$ cat src/rtl/rv32_mem_pkg.sv
// Shared encodings for the RV32 data-memory initiator: funct3 codes,
// memory-port control words, LSU state type and the request legality check.
package rv32_mem_pkg;

    localparam logic [2:0] F3_LB  = 3'b000;
    localparam logic [2:0] F3_LH  = 3'b001;
    localparam logic [2:0] F3_LW  = 3'b010;
    localparam logic [2:0] F3_LBU = 3'b100;
    localparam logic [2:0] F3_LHU = 3'b101;

    localparam logic [2:0] F3_SB  = 3'b000;
    localparam logic [2:0] F3_SH  = 3'b001;
    localparam logic [2:0] F3_SW  = 3'b010;

    localparam logic [3:0] MEM_READ_WORD  = 4'b1010;
    localparam logic [2:0] MEM_WRITE_WORD = 3'b110;

    typedef enum logic [1:0] {
        S_IDLE,
        S_READ,
        S_WRITE,
        S_DONE
    } lsu_state_t;

    // A request is rejected without touching memory when its type is ambiguous,
    // its funct3 is not a defined access, or it is not naturally aligned.
    function automatic logic request_illegal(
        input logic       is_load,
        input logic       is_store,
        input logic [2:0] funct3,
        input logic [1:0] offset
    );
        logic bad;
        bad = (is_load == is_store);
        if (is_load) begin
            bad = bad | !(funct3 inside {F3_LB, F3_LH, F3_LW, F3_LBU, F3_LHU});
        end else begin
            bad = bad | !(funct3 inside {F3_SB, F3_SH, F3_SW});
        end
        if (funct3[1:0] == 2'b01) begin
            bad = bad | offset[0];
        end
        if (funct3[1:0] == 2'b10) begin
            bad = bad | (offset != 2'b00);
        end
        return bad;
    endfunction

endpackage

$ cat src/rtl/lsu_align.sv
// Byte-lane handling for the LSU: extracts and extends sub-word load data and
// merges sub-word store data into a fetched memory word.
module lsu_align
    import rv32_mem_pkg::*;
(
    input  logic [2:0]  funct3,
    input  logic [1:0]  offset,
    input  logic [31:0] word,
    input  logic [31:0] wdata,
    output logic [31:0] load_data,
    output logic [31:0] store_word
);

    logic [7:0]  byte_lane;
    logic [15:0] half_lane;

    always_comb begin
        case (offset)
            2'd0:    byte_lane = word[7:0];
            2'd1:    byte_lane = word[15:8];
            2'd2:    byte_lane = word[23:16];
            default: byte_lane = word[31:24];
        endcase
        half_lane = offset[1] ? word[31:16] : word[15:0];
    end

    always_comb begin
        case (funct3)
            F3_LB:   load_data = {{24{byte_lane[7]}}, byte_lane};
            F3_LH:   load_data = {{16{half_lane[15]}}, half_lane};
            F3_LW:   load_data = word;
            F3_LBU:  load_data = {24'd0, byte_lane};
            F3_LHU:  load_data = {16'd0, half_lane};
            default: load_data = 32'd0;
        endcase
    end

    // Sub-word stores keep every lane of the fetched word except the one replaced.
    always_comb begin
        store_word = word;
        case (funct3)
            F3_SB: begin
                case (offset)
                    2'd0:    store_word[7:0]   = wdata[7:0];
                    2'd1:    store_word[15:8]  = wdata[7:0];
                    2'd2:    store_word[23:16] = wdata[7:0];
                    default: store_word[31:24] = wdata[7:0];
                endcase
            end
            F3_SH: begin
                if (offset[1]) begin
                    store_word[31:16] = wdata[15:0];
                end else begin
                    store_word[15:0] = wdata[15:0];
                end
            end
            default: store_word = wdata;
        endcase
    end

endmodule

$ cat src/rtl/load_store_unit.sv
// RV32 load/store initiator: word-aligned accesses to data memory, sub-word
// load extension, and read-modify-write for SB/SH.
module load_store_unit
    import rv32_mem_pkg::*;
#(
    parameter int ADDR_W = 32
) (
    input  logic              clock,
    input  logic              reset,
    input  logic              req_valid,
    input  logic              req_load,
    input  logic              req_store,
    input  logic [2:0]        req_funct3,
    input  logic [ADDR_W-1:0] req_addr,
    input  logic [31:0]       req_wdata,
    output logic              busy,
    output logic              done,
    output logic [31:0]       rdata,
    output logic              err,
    output logic [3:0]        mem_read,
    output logic [2:0]        mem_write,
    output logic [ADDR_W-1:0] mem_address,
    output logic [31:0]       mem_writedata,
    input  logic [31:0]       mem_readdata,
    input  logic              mem_busywait
);

    lsu_state_t        state;
    lsu_state_t        next_state;
    logic [2:0]        funct3_q;
    logic [ADDR_W-1:0] addr_q;
    logic              is_load_q;
    logic              err_q;
    logic [31:0]       word_q;
    logic              req_err;
    logic [31:0]       align_word;
    logic [31:0]       load_data;
    logic [31:0]       store_word;

    assign req_err = request_illegal(req_load, req_store, req_funct3, req_addr[1:0]);

    // word_q holds the store data until the read returns, then the merged or loaded word.
    assign align_word = (state == S_READ) ? mem_readdata : word_q;

    lsu_align u_align (
        .funct3     (funct3_q),
        .offset     (addr_q[1:0]),
        .word       (align_word),
        .wdata      (word_q),
        .load_data  (load_data),
        .store_word (store_word)
    );

    always_ff @(posedge clock or posedge reset) begin
        if (reset) begin
            state     <= S_IDLE;
            funct3_q  <= 3'd0;
            addr_q    <= '0;
            is_load_q <= 1'b0;
            err_q     <= 1'b0;
            word_q    <= 32'd0;
        end else begin
            state <= next_state;
            case (state)
                S_IDLE: begin
                    if (req_valid) begin
                        funct3_q  <= req_funct3;
                        addr_q    <= req_addr;
                        is_load_q <= req_load;
                        err_q     <= req_err;
                        word_q    <= req_wdata;
                    end
                end
                S_READ: begin
                    if (!mem_busywait) begin
                        word_q <= is_load_q ? mem_readdata : store_word;
                    end
                end
                default: ;
            endcase
        end
    end

    always_comb begin
        next_state = state;
        case (state)
            S_IDLE: begin
                if (req_valid) begin
                    if (req_err) begin
                        next_state = S_DONE;
                    end else if (req_load || (req_funct3 != F3_SW)) begin
                        next_state = S_READ;
                    end else begin
                        next_state = S_WRITE;
                    end
                end
            end
            S_READ: begin
                if (!mem_busywait) begin
                    next_state = is_load_q ? S_DONE : S_WRITE;
                end
            end
            S_WRITE: begin
                if (!mem_busywait) begin
                    next_state = S_DONE;
                end
            end
            default: next_state = S_IDLE;
        endcase
    end

    assign busy          = (state != S_IDLE);
    assign done          = (state == S_DONE);
    assign err           = done & err_q;
    assign rdata         = (done && is_load_q && !err_q) ? load_data : 32'd0;
    assign mem_read      = (state == S_READ)  ? MEM_READ_WORD  : 4'd0;
    assign mem_write     = (state == S_WRITE) ? MEM_WRITE_WORD : 3'd0;
    assign mem_address   = {addr_q[ADDR_W-1:2], 2'b00};
    assign mem_writedata = word_q;

endmodule

$ cat config.mk
export PLATFORM = sky130hd
export DESIGN_NAME = load_store_unit
export DESIGN_NICKNAME = d
export VERILOG_FILES = /design/src/rtl/rv32_mem_pkg.sv /design/src/rtl/lsu_align.sv /design/src/rtl/load_store_unit.sv
export SDC_FILE = /design/constraint.sdc
export NUM_CORES = 1
export LEC_CHECK = 0
export ABC_CLOCK_PERIOD_IN_PS = 7800
export CAP_MARGIN = 20
export CORE_MARGIN = 2
export CORE_UTILIZATION = 48
export CTS_CLUSTER_DIAMETER = 50
export DETAILED_ROUTE_END_ITERATION = 8
export GPL_TIMING_DRIVEN = 1
export PLACE_DENSITY = 0.88
export SLEW_MARGIN = 20
export SYNTH_ARGS = -nofsm -noshare
export SYNTH_HDL_FRONTEND = slang
export SYNTH_SLANG_ARGS = --single-unit
$ cat constraint.sdc
create_clock -name clock -period 7.8 [get_ports clock]
set_input_delay 1.56 -clock clock [delete_from_list [all_inputs] [get_ports clock]]
set_output_delay 1.56 -clock clock [all_outputs]
set_load 0.01 [all_outputs]
; ---- Yosys cells after proc, flatten, opt, wreduce, memory -nomap -nowiden
; Index checks and enable logic that the tools add are counted.
[word_totals]
reg_bits = 71
input_bits = 105
output_inout_bits = 106
wordCells = 85
[classes]
n_eq_ne = 23
n_mux = 28
bitwise_logic = 5
reduce_logical = 21
[ops]
columns = op, n
row1 = $mux W32, 5
row2 = $pmux W32 S5, 1
row3 = $pmux W32 S2, 2
row4 = $mux W16, 3
row5 = $mux W8, 4
row6 = $pmux W8 S3, 1
row7 = $eq A3 B3 Y1 const B, 4
row8 = $mux W2, 5
row9 = $eq A2 B2 Y1 const B, 4
row10 = $ne A4 B4 Y1 const B, 2
row11 = $eq A2 B1 Y1 const B, 3
row12 = $eq A3 B1 Y1 const B, 2
row13 = $eq A3 B2 Y1 const B, 2
row14 = $logic_not A3 Y1, 2
row15 = $ne A2 B2 Y1 const B, 3
row16 = $pmux W2 S3, 1
row17 = $reduce_and A6 Y1, 1
row18 = $reduce_bool A2 Y1, 3
row19 = $reduce_and A5 Y1, 1
row20 = $reduce_bool A5 Y1, 1
row21 = $logic_not A2 Y1, 2
row22 = $mux W1, 4
row23 = $mux W4, 1
row24 = $ne A4 B2 Y1 const B, 1
row25 = 13 further kinds, 19

; ---- Logic depth before layout (Yosys ltp)
; Gate-level depths: netlist of the first run.
[depth]
ltp_word = 12
depth_mapped = 9
depth_no_buf = 6

; ---- Hierarchy
; Synthesis of the first run repeated with hierarchy kept, for this count alone.
[hier_totals]
cells_unflattened = 681
area_unflattened_um2 = 6083.3
[modules_own_cells]
columns = mod, instances, cells_each, area_per_inst_um2, seq_area_each_um2
row1 = load_store_unit, 1, 436, 4371.7, 1776.7
row2 = lsu_align, 1, 245, 1711.6, 0.0

; ---- Worst setup path after synthesis of the first run
; Ideal clock, no wire load.
[synth_timing]
path_kind = input-to-output
startpoint = in mem_readdata[15]
endpoint = out rdata[21]
t_arrival_ps = 2860
required_ps = 6240
setup_slack_ps = 3380
path_stages = 5
n_path_buf = 1
path_cell_list = mux4_2 -> mux2_2 -> a22oi_2 -> buf_2 -> o21ai_0
[synth_between]
elab_chain_len = 4
word_cells_on_any_way = 5
classes_between = mux: 5
[synth_rtl]
columns = element, line
row1 = "start, declared", load_store_unit.sv:24  ; input logic [31:0] mem_readdata,
row2 = $mux W32 *, load_store_unit.sv:43  ; assign align_word = (state == S_READ) ? mem_readdata : word_q;
row3 = $pmux W8 S3 / $mux W16 (equally long branches), "lsu_align.sv:18, lsu_align.sv:24"
row4 = $pmux W32 S5 *, lsu_align.sv:28  ; case (funct3)
row5 = $mux W32 *, load_store_unit.sv:115  ; assign rdata = (done && is_load_q && !err_q) ? load_data : 32'd0;
row6 = "end, declared", load_store_unit.sv:18  ; output logic [31:0] rdata,
; Mark *: on every way between the ends. The rest lies on a longest branch, timed or not.

; ---- Final worst setup path of the first run
[layout_timing]
startpoint = in mem_readdata[15]
endpoint = out rdata[16]
; Same word-level chain as after synthesis.

==> results of run 1 <==
==> registers in the layout, summed over array words and instances (netlist names) <==
name           count
funct3_q           3
is_load_q          1
mem_writedata     32
state              2
err_q              1
addr_q            32
==> area by class of cell <==
| cell class | count | area, um2 |
|---|---|---|
| clock buffers | 10 | 128 |
| flip-flops and latches | 71 | 1780 |
| fillers | 842 | 3450 |
| well taps | 140 | 175 |
| multi-input cells | 403 | 3040 |
| repair buffers | 210 | 2090 |
| inverters | 7 | 26.3 |
| clock inverters | 5 | 108 |
==> cells in the mapped netlist (4+ instances only) <==
cell and n:
sky130_fd_sc_hd__inv_1 7, sky130_fd_sc_hd__nand3_1 8, sky130_fd_sc_hd__o221ai_1 9, sky130_fd_sc_hd__a211oi_1 14, sky130_fd_sc_hd__clkbuf_1 21, sky130_fd_sc_hd__nand2b_1 10
sky130_fd_sc_hd__buf_2 13, sky130_fd_sc_hd__and3_1 5, sky130_fd_sc_hd__o21ai_0 40, sky130_fd_sc_hd__o32a_1 7, sky130_fd_sc_hd__mux2i_1 56, sky130_fd_sc_hd__dfrtp_1 71
sky130_fd_sc_hd__o22ai_1 9, sky130_fd_sc_hd__a31oi_1 17, sky130_fd_sc_hd__nor2_1 52, sky130_fd_sc_hd__buf_4 38, sky130_fd_sc_hd__nor2b_1 20, sky130_fd_sc_hd__ha_1 4
sky130_fd_sc_hd__a21oi_1 17, sky130_fd_sc_hd__mux2_2 70, sky130_fd_sc_hd__nand2_1 24
==> kinds of logic after synthesis <==
logic type	synth area share, %
adders and majority gates	0.950
muxes	26.5
AOI/OAI and AO/OA	16.0
buffers and inverters	9.31
and+or+nand+nor	13.5
DFF	33.7
other	0.0712
==> power groups by stage <==
stage	Sequential (W)	Clock, W	Combinational [W]
floorplan	0.000733	0	0.00126
global placement	0.000793	0	0.00179
detailed placement	0.000803	0	0.00182
CTS	0.000797	0.000367	0.00183
global route	0.000826	0.000381	0.00197
finish	0.000805	0.000360	0.00183
==> metal layers <==
layer | vias to the layer above | GRT usage [%] | share of wire [%]
li1 | 2274 | - | -
met1 | 2422 | 37.2 | 40
met2 | 278 | 48.5 | 47
met3 | 46 | 7.17 | 9.3
met4 | 0 | 13.5 | 3.6
met5 | - | 0 | 0
==> per-stage QoR <==
step                setup slack, ns  hold WS (ns)  util, %  instance area (um2)  cells
floorplan                      3.38         0.481        -                 5280    558
global route                   1.87         0.523     68.0                 7340    846
finish                         2.02         0.507     68.0                 7340    846
detailed placement             2.02         0.492     65.8                 7100    831
CTS                            2.02         0.510     67.9                 7330    846
global placement               2.10         0.487     65.8                 7100    831
==> final timing paths <==
check	to	slack [ns]	cells after the start
max reg2reg	mem_writedata[13]	4.46	7
min	addr_q[6]	0.51	1
min reg2reg	addr_q[6]	0.51	1
max	rdata[16]	2.02	6
min in group asynchronous	addr_q[2]	1.56	2
max in group asynchronous	mem_writedata[16]	5.20	3
==> critical path, cell delays in order <==
cell and delay (ns):
sky130_fd_sc_hd__clkdlybuf4s50_1 0.50, sky130_fd_sc_hd__mux4_2 0.49, sky130_fd_sc_hd__mux2_2 0.31, sky130_fd_sc_hd__a22oi_2 0.57
sky130_fd_sc_hd__o21ai_0 0.25, sky130_fd_sc_hd__clkdlybuf4s50_1 0.53
==> qor.txt, run 1 <==
======================================================================================
Launching element of the worst setup path ............................... mem_readdata[15]
Average cell area after synthesis .......................................     9.51 um2
Number of pins with negative max-slew slack in the final report .........            0
Power density normalized to cell area ...................................   408 nW/um2
Detailed Place HPWL .....................................................      13.2 mm
Number of endpoints with negative hold slack in the final report ........            0
Time the final worst path needs with I/O delays and setup ...............      5.78 ns
Post-CTS Setup Bufs .....................................................            0
Startpoint of the worst-slack reg-to-reg timing path ....................     state[1]
DRC violations left .....................................................            0
Worst Hold Class ........................................................      reg2reg
Result of the run ....................................................... complete, no violations
Count of routing violations after the opening detailed-route iteration ..          343
Post-synth EDFFs ........................................................            0
Post-layout net count ...................................................          811
P_leak ..................................................................      2.81 nW
Number of H-tree levels .................................................            3
Net Switching ...........................................................    0.00127 W
Overall power consumption ...............................................    0.00299 W
Share of the synthesized area in the top cell type ......................        33.7%
Drt pass-1 iters ........................................................            5
Source of the worst hold timing path ....................................    addr_q[6]
Overflow after GRT ......................................................            0
Sequential element share of the synthesized area ........................        33.7%
Count of buffers from port buffering ....................................          205
Commonest cells after routing, fill and taps aside ...................... sky130_fd_sc_hd__clkdlybuf4s50_1, sky130_fd_sc_hd__dfrtp_1, sky130_fd_sc_hd__mux2_2
Critical Path Sink Type .................................................  output port
Total clock buffers created by CTS ......................................            9
Total negative slack ....................................................         0 ns
Portion of total power attributed to sequential cells ...................        26.9%
Arrival @ worst endpoint ................................................      4.22 ns
Fmax ....................................................................      173 MHz
Max-slew headroom .......................................................        38.1%
Final worst path period share ...........................................        74.1%
Element type at the critical path start .................................    input pin
Comb power frac .........................................................        61.1%
Post-synth top area cell ................................................ sky130_fd_sc_hd__dfrtp_1
Vias after detailed routing .............................................        5,020
Maximum number of buffers from clock root to sink .......................            2
Routed length per instance ..............................................      20.7 um
Insertion delay to the later sink of the worst-skew pair ................      0.36 ns
Core Rows ...............................................................           38
Vias in the first global route ..........................................        4,968
Actual transition at the worst max-transition pin .......................     0.926 ns
Antenna Violating Nets Remaining ........................................            0
Synthesized cell area ...................................................     5270 um2
Final number of setup-violating endpoints ...............................            0
Async set or reset register ratio after synthesis .......................         100%
Diode insertion count for antenna repair ................................            0
Total length of routed wires ............................................      17.5 mm
Gate count after technology mapping .....................................          554
Final clock skew ........................................................    0.0123 ns
Antenna violations before repair ........................................            0
Unrepaired setup endpoints after global routing .........................        false
Number of gates resized after cts .......................................            0
CP required .............................................................      6.24 ns
Area enclosed by the die boundary .......................................   11,800 um2
TritonCTS clock tree ....................................................         done
Unique masters post-synth ...............................................           48
Die Span Y ..............................................................       109 um
Largest fanout of any net on the critical path ..........................           16
Largest cells by area after synthesis ................................... sky130_fd_sc_hd__dfrtp_1, sky130_fd_sc_hd__mux2_2, sky130_fd_sc_hd__mux2i_1
Largest net degree at the start of global routing .......................           69
Total routing usage reported by global routing ..........................        29.7%
Core Area ...............................................................   10,800 um2
Clock slew at the register clock pins of the worst setup and hold paths .      0.07 ns
Average vias per placed instance ........................................         5.93
Internal power ..........................................................    0.00172 W
Fraction of layout instances using a drive strength above 1 .............        15.3%
Root cell of the clock tree ............................................. sky130_fd_sc_hd__clkbuf_8
Post-synthesis to final-layout area growth ..............................        39.4%
Die Span X ..............................................................       109 um
Total I/O pin count .....................................................          211
Relative contribution of the clock network to total power ...............        12.0%
Effective utilization at floorplan ......................................        48.8%
Net switching share of the total power ..................................        42.6%
Synthesized flop and latch total ........................................           71
Total number of clock tree sinks ........................................           71
Most frequent standard cell in the layout excluding fill and tap cells .. sky130_fd_sc_hd__clkdlybuf4s50_1
Max_cap viols ...........................................................            0
Number of buffers inserted by hold repair at cts ........................            0
Routability cong. .......................................................        0.891
Peak supply drop ........................................................     0.243 mV
Post-synth top flop ..................................................... sky130_fd_sc_hd__dfrtp_1
Yosys warning total .....................................................            0
Worst setup path class ..................................................       in2out
First-pass GRT wire length ..............................................      26.5 mm
======================================================================================
Note: power is estimated with default switching activity, not from simulation.
==> run 2: changes to the inputs <==
--- a/config.mk
+++ b/config.mk
@@ -5,14 +5,14 @@
 export SDC_FILE = /design/constraint.sdc
 export NUM_CORES = 1
 export LEC_CHECK = 0
-export ABC_CLOCK_PERIOD_IN_PS = 7800
+export ABC_CLOCK_PERIOD_IN_PS = 5650
 export CAP_MARGIN = 20
 export CORE_MARGIN = 2
-export CORE_UTILIZATION = 48
+export CORE_UTILIZATION = 44
 export CTS_CLUSTER_DIAMETER = 50
 export DETAILED_ROUTE_END_ITERATION = 8
 export GPL_TIMING_DRIVEN = 1
-export PLACE_DENSITY = 0.88
+export PLACE_DENSITY = 0.81
 export SLEW_MARGIN = 20
 export SYNTH_ARGS = -nofsm -noshare
 export SYNTH_HDL_FRONTEND = slang
==> constraint.sdc (replaced) <==
create_clock -name clock -period 5.65 [get_ports clock]
set_input_delay 1.13 -clock clock [delete_from_list [all_inputs] [get_ports clock]]
set_output_delay 1.13 -clock clock [all_outputs]
set_load 0.01 [all_outputs]
==> run 2 against run 1 <==
Sequential share of layout area shrank 0.54 points. Global-route usage shrank 1.4 points. Flip-flop and latch count is the same. Critical endpoint is now rdata[31].
==> qor.txt, run 2 (synthesis gave the netlist of run 1 again) <==
======================================================================================
Final number of setup-violating endpoints ...............................            0
Routability cong. .......................................................        0.942
Total length of routed wires ............................................      18.2 mm
Total I/O pin count .....................................................          211
Sequential cell area ....................................................     1780 um2
Vias in the first global route ..........................................        5,132
Core Rows ...............................................................           39
Time the final worst path needs with I/O delays and setup ...............      4.99 ns
Register-to-register setup slack ........................................      3.08 ns
Count of routing violations after the opening detailed-route iteration ..          522
Maximum number of buffers from clock root to sink .......................            2
Max-slew headroom .......................................................        31.0%
Kind of cell adding the most delay to the critical path ................. buffers and inverters
DRC violations left .....................................................            0
Multi-input gate area ...................................................     3040 um2
Commonest cells after routing, fill and taps aside ...................... sky130_fd_sc_hd__clkdlybuf4s50_1, sky130_fd_sc_hd__dfrtp_1, sky130_fd_sc_hd__mux2_2
Total clock buffers created by CTS ......................................            9
Insertion delay to the later sink of the worst-skew pair ................      0.34 ns
Critical Path Most Common Cell .......................................... sky130_fd_sc_hd__clkdlybuf4s50_1
Detailed Place HPWL .....................................................      13.4 mm
Final worst path period share ...........................................        88.4%
Startpoint of the worst-slack reg-to-reg timing path ....................     state[1]
Effective utilization at floorplan ......................................        45.5%
Post-CTS Setup Bufs .....................................................            0
Vias after detailed routing .............................................        4,997
# fillers ...............................................................          966
Power density normalized to cell area ...................................   587 nW/um2
Peak supply drop ........................................................     0.345 mV
Source of the worst hold timing path ....................................   addr_q[12]
Worst Hold Class ........................................................      reg2reg
Root cell of the clock tree ............................................. sky130_fd_sc_hd__clkbuf_16
Antenna Violating Nets Remaining ........................................            0
Antenna violations before repair ........................................            0
Placement Cell Area .....................................................     7110 um2
Post-layout net count ...................................................          812
Unrepaired setup endpoints after global routing .........................        false
Number of buffers inserted by hold repair at cts ........................            0
Largest net degree at the start of global routing .......................           62
Diode insertion count for antenna repair ................................            0
Critical path depth in cells ............................................            6
Critical Path Sink Type .................................................  output port
CP required .............................................................      4.52 ns
First-pass GRT wire length ..............................................      28.1 mm
Overflow after GRT ......................................................            0
Area enclosed by the die boundary .......................................   12,900 um2
Most frequent standard cell in the layout excluding fill and tap cells .. sky130_fd_sc_hd__clkdlybuf4s50_1
Core Area ...............................................................   11,600 um2
Number of endpoints with negative hold slack in the final report ........            0
Element type at the critical path start .................................    input pin
Final clock skew ........................................................   0.00758 ns
Worst hold path cell count ..............................................            1
Final instance area .....................................................     7510 um2
Post-synthesis to final-layout area growth ..............................        42.5%
Max_cap viols ...........................................................            0
Reg2Reg Capture Point ................................................... mem_writedata[0]
Overall power consumption ...............................................    0.00441 W
R2R depth ...............................................................            5
Average vias per placed instance ........................................         5.87
Number of pins with negative max-slew slack in the final report .........            0
P_leak ..................................................................      2.89 nW
TritonCTS clock tree ....................................................         done
Worst-path cell with the longest stage delay ............................ sky130_fd_sc_hd__a22oi_2
Worst-case hold path end point ..........................................   addr_q[12]
Number of gates resized after cts .......................................            0
Buffers & Inverters on Critical Path ....................................            2
Routed length per instance ..............................................      21.4 um
Total negative slack ....................................................         0 ns
Count of buffers from port buffering ....................................          205
Number of H-tree levels .................................................            3
Clock slew at the register clock pins of the worst setup and hold paths .      0.06 ns
Final Util ..............................................................        64.9%
Result of the run ....................................................... complete, no violations
Maximum cell stage delay along the critical path ........................      0.60 ns
Actual transition at the worst max-transition pin .......................      1.03 ns
Die Span Y ..............................................................       113 um
Drt pass-1 iters ........................................................            5
Die Span X ..............................................................       113 um
Total routing usage reported by global routing ..........................        28.3%
Arrival @ worst endpoint ................................................      3.86 ns
Fmax ....................................................................      200 MHz
Total number of clock tree sinks ........................................           71
Fraction of layout instances using a drive strength above 1 .............        15.5%
Worst setup path class ..................................................       in2out
Cell-by-cell trace of the critical path ................................. clkdlybuf4s50_1 > mux4_2 > mux2_2 > a22oi_2 > o21ai_0 > clkdlybuf4s50_1
Largest fanout of any net on the critical path ..........................           16
======================================================================================
-- run 2: power breakdown --
| group | leakage, nW | internal [W] | switching [W] |
|---|---|---|---|
| Clock | 0.190 | 0.000523 | 0.000236 |
| Combinational | 1.88 | 0.00131 | 0.00123 |
| Sequential | 0.821 | 0.000779 | 0.000331 |
-- run 2: through the flow --
step           setup WS, ns  cells  hold slack, ns
6_report              0.657    851           0.503
3_3_place_gp          0.805    835           0.488
3_5_place_dp          0.701    835           0.493
2_1_floorplan          2.09    558           0.481
5_1_grt               0.462    851           0.511
4_1_cts               0.680    851           0.505
-- run 2: how the worst max path moves through the flow --
stage | slack (ns) | endpoint | from
CTS | 0.68 | rdata[21] | mem_readdata[15]
floorplan | 2.09 | rdata[21] | mem_readdata[15]
global route | 0.46 | rdata[14] | state[1]
detailed placement | 0.70 | rdata[21] | mem_readdata[15]
finish | 0.66 | rdata[31] | mem_readdata[15]
global placement | 0.81 | rdata[31] | mem_readdata[31]
-- run 2: cell type report --
type                    count  share of cell area [%]
clock buffers               9                    3.00
clock inverters             7                    2.23
inverters                   7                   0.350
multi-input cells         403                    40.4
flip-flops and latches     71                    23.7
well taps                 143                    2.38
repair buffers            211                    27.9
-- run 2: metal layers --
| metal | wire (um) | global-route usage, % | vias to the layer above | part of all wire, % |
|---|---|---|---|---|
| met4 | 539 | 11.0 | 0 | 3.0 |
| li1 | - | - | 2272 | - |
| met1 | 7340 | 34.3 | 2429 | 40 |
| met2 | 8630 | 47.8 | 259 | 47 |
| met5 | 0 | 0 | - | 0 |
| met3 | 1680 | 7.92 | 37 | 9.3 |
==> run 3: changes to the inputs <==
--- a/config.mk
+++ b/config.mk
@@ -5,7 +5,7 @@
 export SDC_FILE = /design/constraint.sdc
 export NUM_CORES = 1
 export LEC_CHECK = 0
-export ABC_CLOCK_PERIOD_IN_PS = 5650
+export ABC_CLOCK_PERIOD_IN_PS = 4700
 export CAP_MARGIN = 20
 export CORE_MARGIN = 2
 export CORE_UTILIZATION = 44
==> constraint.sdc (replaced) <==
create_clock -name clock -period 4.7 [get_ports clock]
set_input_delay 0.94 -clock clock [delete_from_list [all_inputs] [get_ports clock]]
set_output_delay 0.94 -clock clock [all_outputs]
set_load 0.01 [all_outputs]
==> run 3 against run 2 <==
Setup slack lost 0.30 ns. Clock-buffer cell count grew 1. Core utilization shrank 0.60 points. Clock skew shrank 0.00083 ns. Worst hold slack gained 0.00077 ns. Clock power shrank 7.0%.
==> qor.txt, run 3 (synthesis gave the netlist of run 1 again) <==
======================================================================================
Number of endpoints with negative hold slack in the final report ........            0
Peak supply drop ........................................................     0.390 mV
Post-synthesis to final-layout area growth ..............................        41.2%
Diode insertion count for antenna repair ................................            0
Detailed Place HPWL .....................................................      13.5 mm
Total length of routed wires ............................................      17.9 mm
Core Rows ...............................................................           39
Final number of setup-violating endpoints ...............................            0
Arrival @ worst endpoint ................................................      3.40 ns
Time the final worst path needs with I/O delays and setup ...............      4.34 ns
Result of the run ....................................................... complete, no violations
Number of cells after detailed placement ................................          837
Final Util ..............................................................        64.3%
First-pass GRT wire length ..............................................      27.8 mm
Fmax ....................................................................      230 MHz
Worst setup path class ..................................................       in2out
Final clock skew ........................................................   0.00675 ns
Number of pins with negative max-slew slack in the final report .........            0
Clock slew at the register clock pins of the worst setup and hold paths .      0.06 ns
Max_cap viols ...........................................................            0
P_leak ..................................................................      2.86 nW
Actual transition at the worst max-transition pin .......................     0.981 ns
Antenna violations before repair ........................................            0
Die Span X ..............................................................       113 um
Average vias per placed instance ........................................         5.81
Routed length per instance ..............................................      21.0 um
Total routing usage reported by global routing ..........................        28.0%
Worst-path cell with the longest stage delay ............................ sky130_fd_sc_hd__mux4_2
Final instance count without filler cells ...............................          853
Max-slew headroom .......................................................        34.5%
Die Span Y ..............................................................       113 um
Count of buffers from port buffering ....................................          205
Number of buffers inserted by hold repair at cts ........................            0
Vias in the first global route ..........................................        5,209
Total clock buffers created by CTS ......................................            9
Worst setup slack before clock tree synthesis ...........................     0.354 ns
Area enclosed by the die boundary .......................................   12,900 um2
Critical Path Most Common Cell .......................................... sky130_fd_sc_hd__clkdlybuf4s50_1
Largest fanout of any net on the critical path ..........................           12
Cell-by-cell trace of the critical path ................................. clkdlybuf4s50_1 > mux4_2 > mux2_2 > a22oi_2 > buf_4 > o21ai_0 > clkdlybuf4s50_1
Total I/O pin count .....................................................          211
Count of routing violations after the opening detailed-route iteration ..          344
Insertion delay to the later sink of the worst-skew pair ................      0.34 ns
Unrepaired setup endpoints after global routing .........................        false
Vias after detailed routing .............................................        4,956
Total negative slack ....................................................         0 ns
Commonest cells after routing, fill and taps aside ...................... sky130_fd_sc_hd__clkdlybuf4s50_1, sky130_fd_sc_hd__dfrtp_1, sky130_fd_sc_hd__mux2_2
Effective utilization at floorplan ......................................        45.5%
TritonCTS clock tree ....................................................         done
Worst Hold Class ........................................................      reg2reg
Core Area ...............................................................   11,600 um2
Fraction of layout instances using a drive strength above 1 .............        15.8%
Critical Path Sink Type .................................................  output port
Antenna Violating Nets Remaining ........................................            0
Routability cong. .......................................................        0.939
Power density normalized to cell area ...................................   684 nW/um2
Post-route setup slack ..................................................     0.355 ns
Number of H-tree levels .................................................            3
Number of gates resized after cts .......................................            0
Maximum cell stage delay along the critical path ........................      0.51 ns
Overflow after GRT ......................................................            0
CP required .............................................................      3.76 ns
DRC violations left .....................................................            0
Root cell of the clock tree ............................................. sky130_fd_sc_hd__clkbuf_16
Total number of clock tree sinks ........................................           71
Element type at the critical path start .................................    input pin
Post-layout net count ...................................................          814
Most frequent standard cell in the layout excluding fill and tap cells .. sky130_fd_sc_hd__clkdlybuf4s50_1
Maximum number of buffers from clock root to sink .......................            2
Drt pass-1 iters ........................................................            5
Final worst path period share ...........................................        92.4%
Largest net degree at the start of global routing .......................           46
Post-CTS Setup Bufs .....................................................            0
======================================================================================
run 3: report_power, final:
part           switching (W)  total (W)  internal, W  leakage, nW
clock               0.000279   0.000707     0.000428        0.149
combinational        0.00145    0.00302      0.00157         1.89
sequential          0.000423    0.00136     0.000936        0.821
run 3: metal layers:
metal	track usage [%]	share of wire (%)	up-vias
met3	8.50	8.9	34
li1	-	-	2272
met1	33.1	40	2409
met2	47.4	47	241
met4	12.0	3.6	0
met5	0	0	-
run 3: critical path: cells and delay by family:
family	cells	cell delay [ns]
AO/OA/AOI/OAI	2	0.43
buffers and inverters	3	1.22
multiplexers	2	0.82
run 3: per-stage QoR:
| stage | power [W] | hold slack (ns) | area (um2) |
|---|---|---|---|
| 3_5_place_dp | 0.00436 | 0.497 | 7120 |
| 5_1_grt | 0.00542 | 0.521 | 7440 |
| 3_3_place_gp | 0.00430 | 0.487 | 7120 |
| 2_1_floorplan | 0.00331 | 0.481 | 5280 |
| 4_1_cts | 0.00509 | 0.510 | 7430 |
| 6_report | 0.00509 | 0.504 | 7440 |
run 3: cell type report:
cell class / count / area [um2]
Clock inverter: 6 / 68.8
Tap cell: 143 / 179
Fill cell: 972 / 4130
Multi-Input combinational cell: 403 / 3040
Sequential cell: 71 / 1780
Clock buffer: 10 / 239
Inverter: 7 / 27.5
Timing Repair Buffer: 213 / 2110
run 3: path summary, 6_finish.rpt:
kind	startpoint	to	slack [ns]	cells past startpoint
max reg2reg	state[1]	mem_writedata[4]	1.85	6
max in group asynchronous	reset	addr_q[28]	2.80	3
min reg2reg	addr_q[30]	addr_q[30]	0.50	1
min	addr_q[30]	addr_q[30]	0.50	1
max	mem_readdata[31]	rdata[21]	0.36	7
min in group asynchronous	reset	mem_writedata[22]	1.06	2
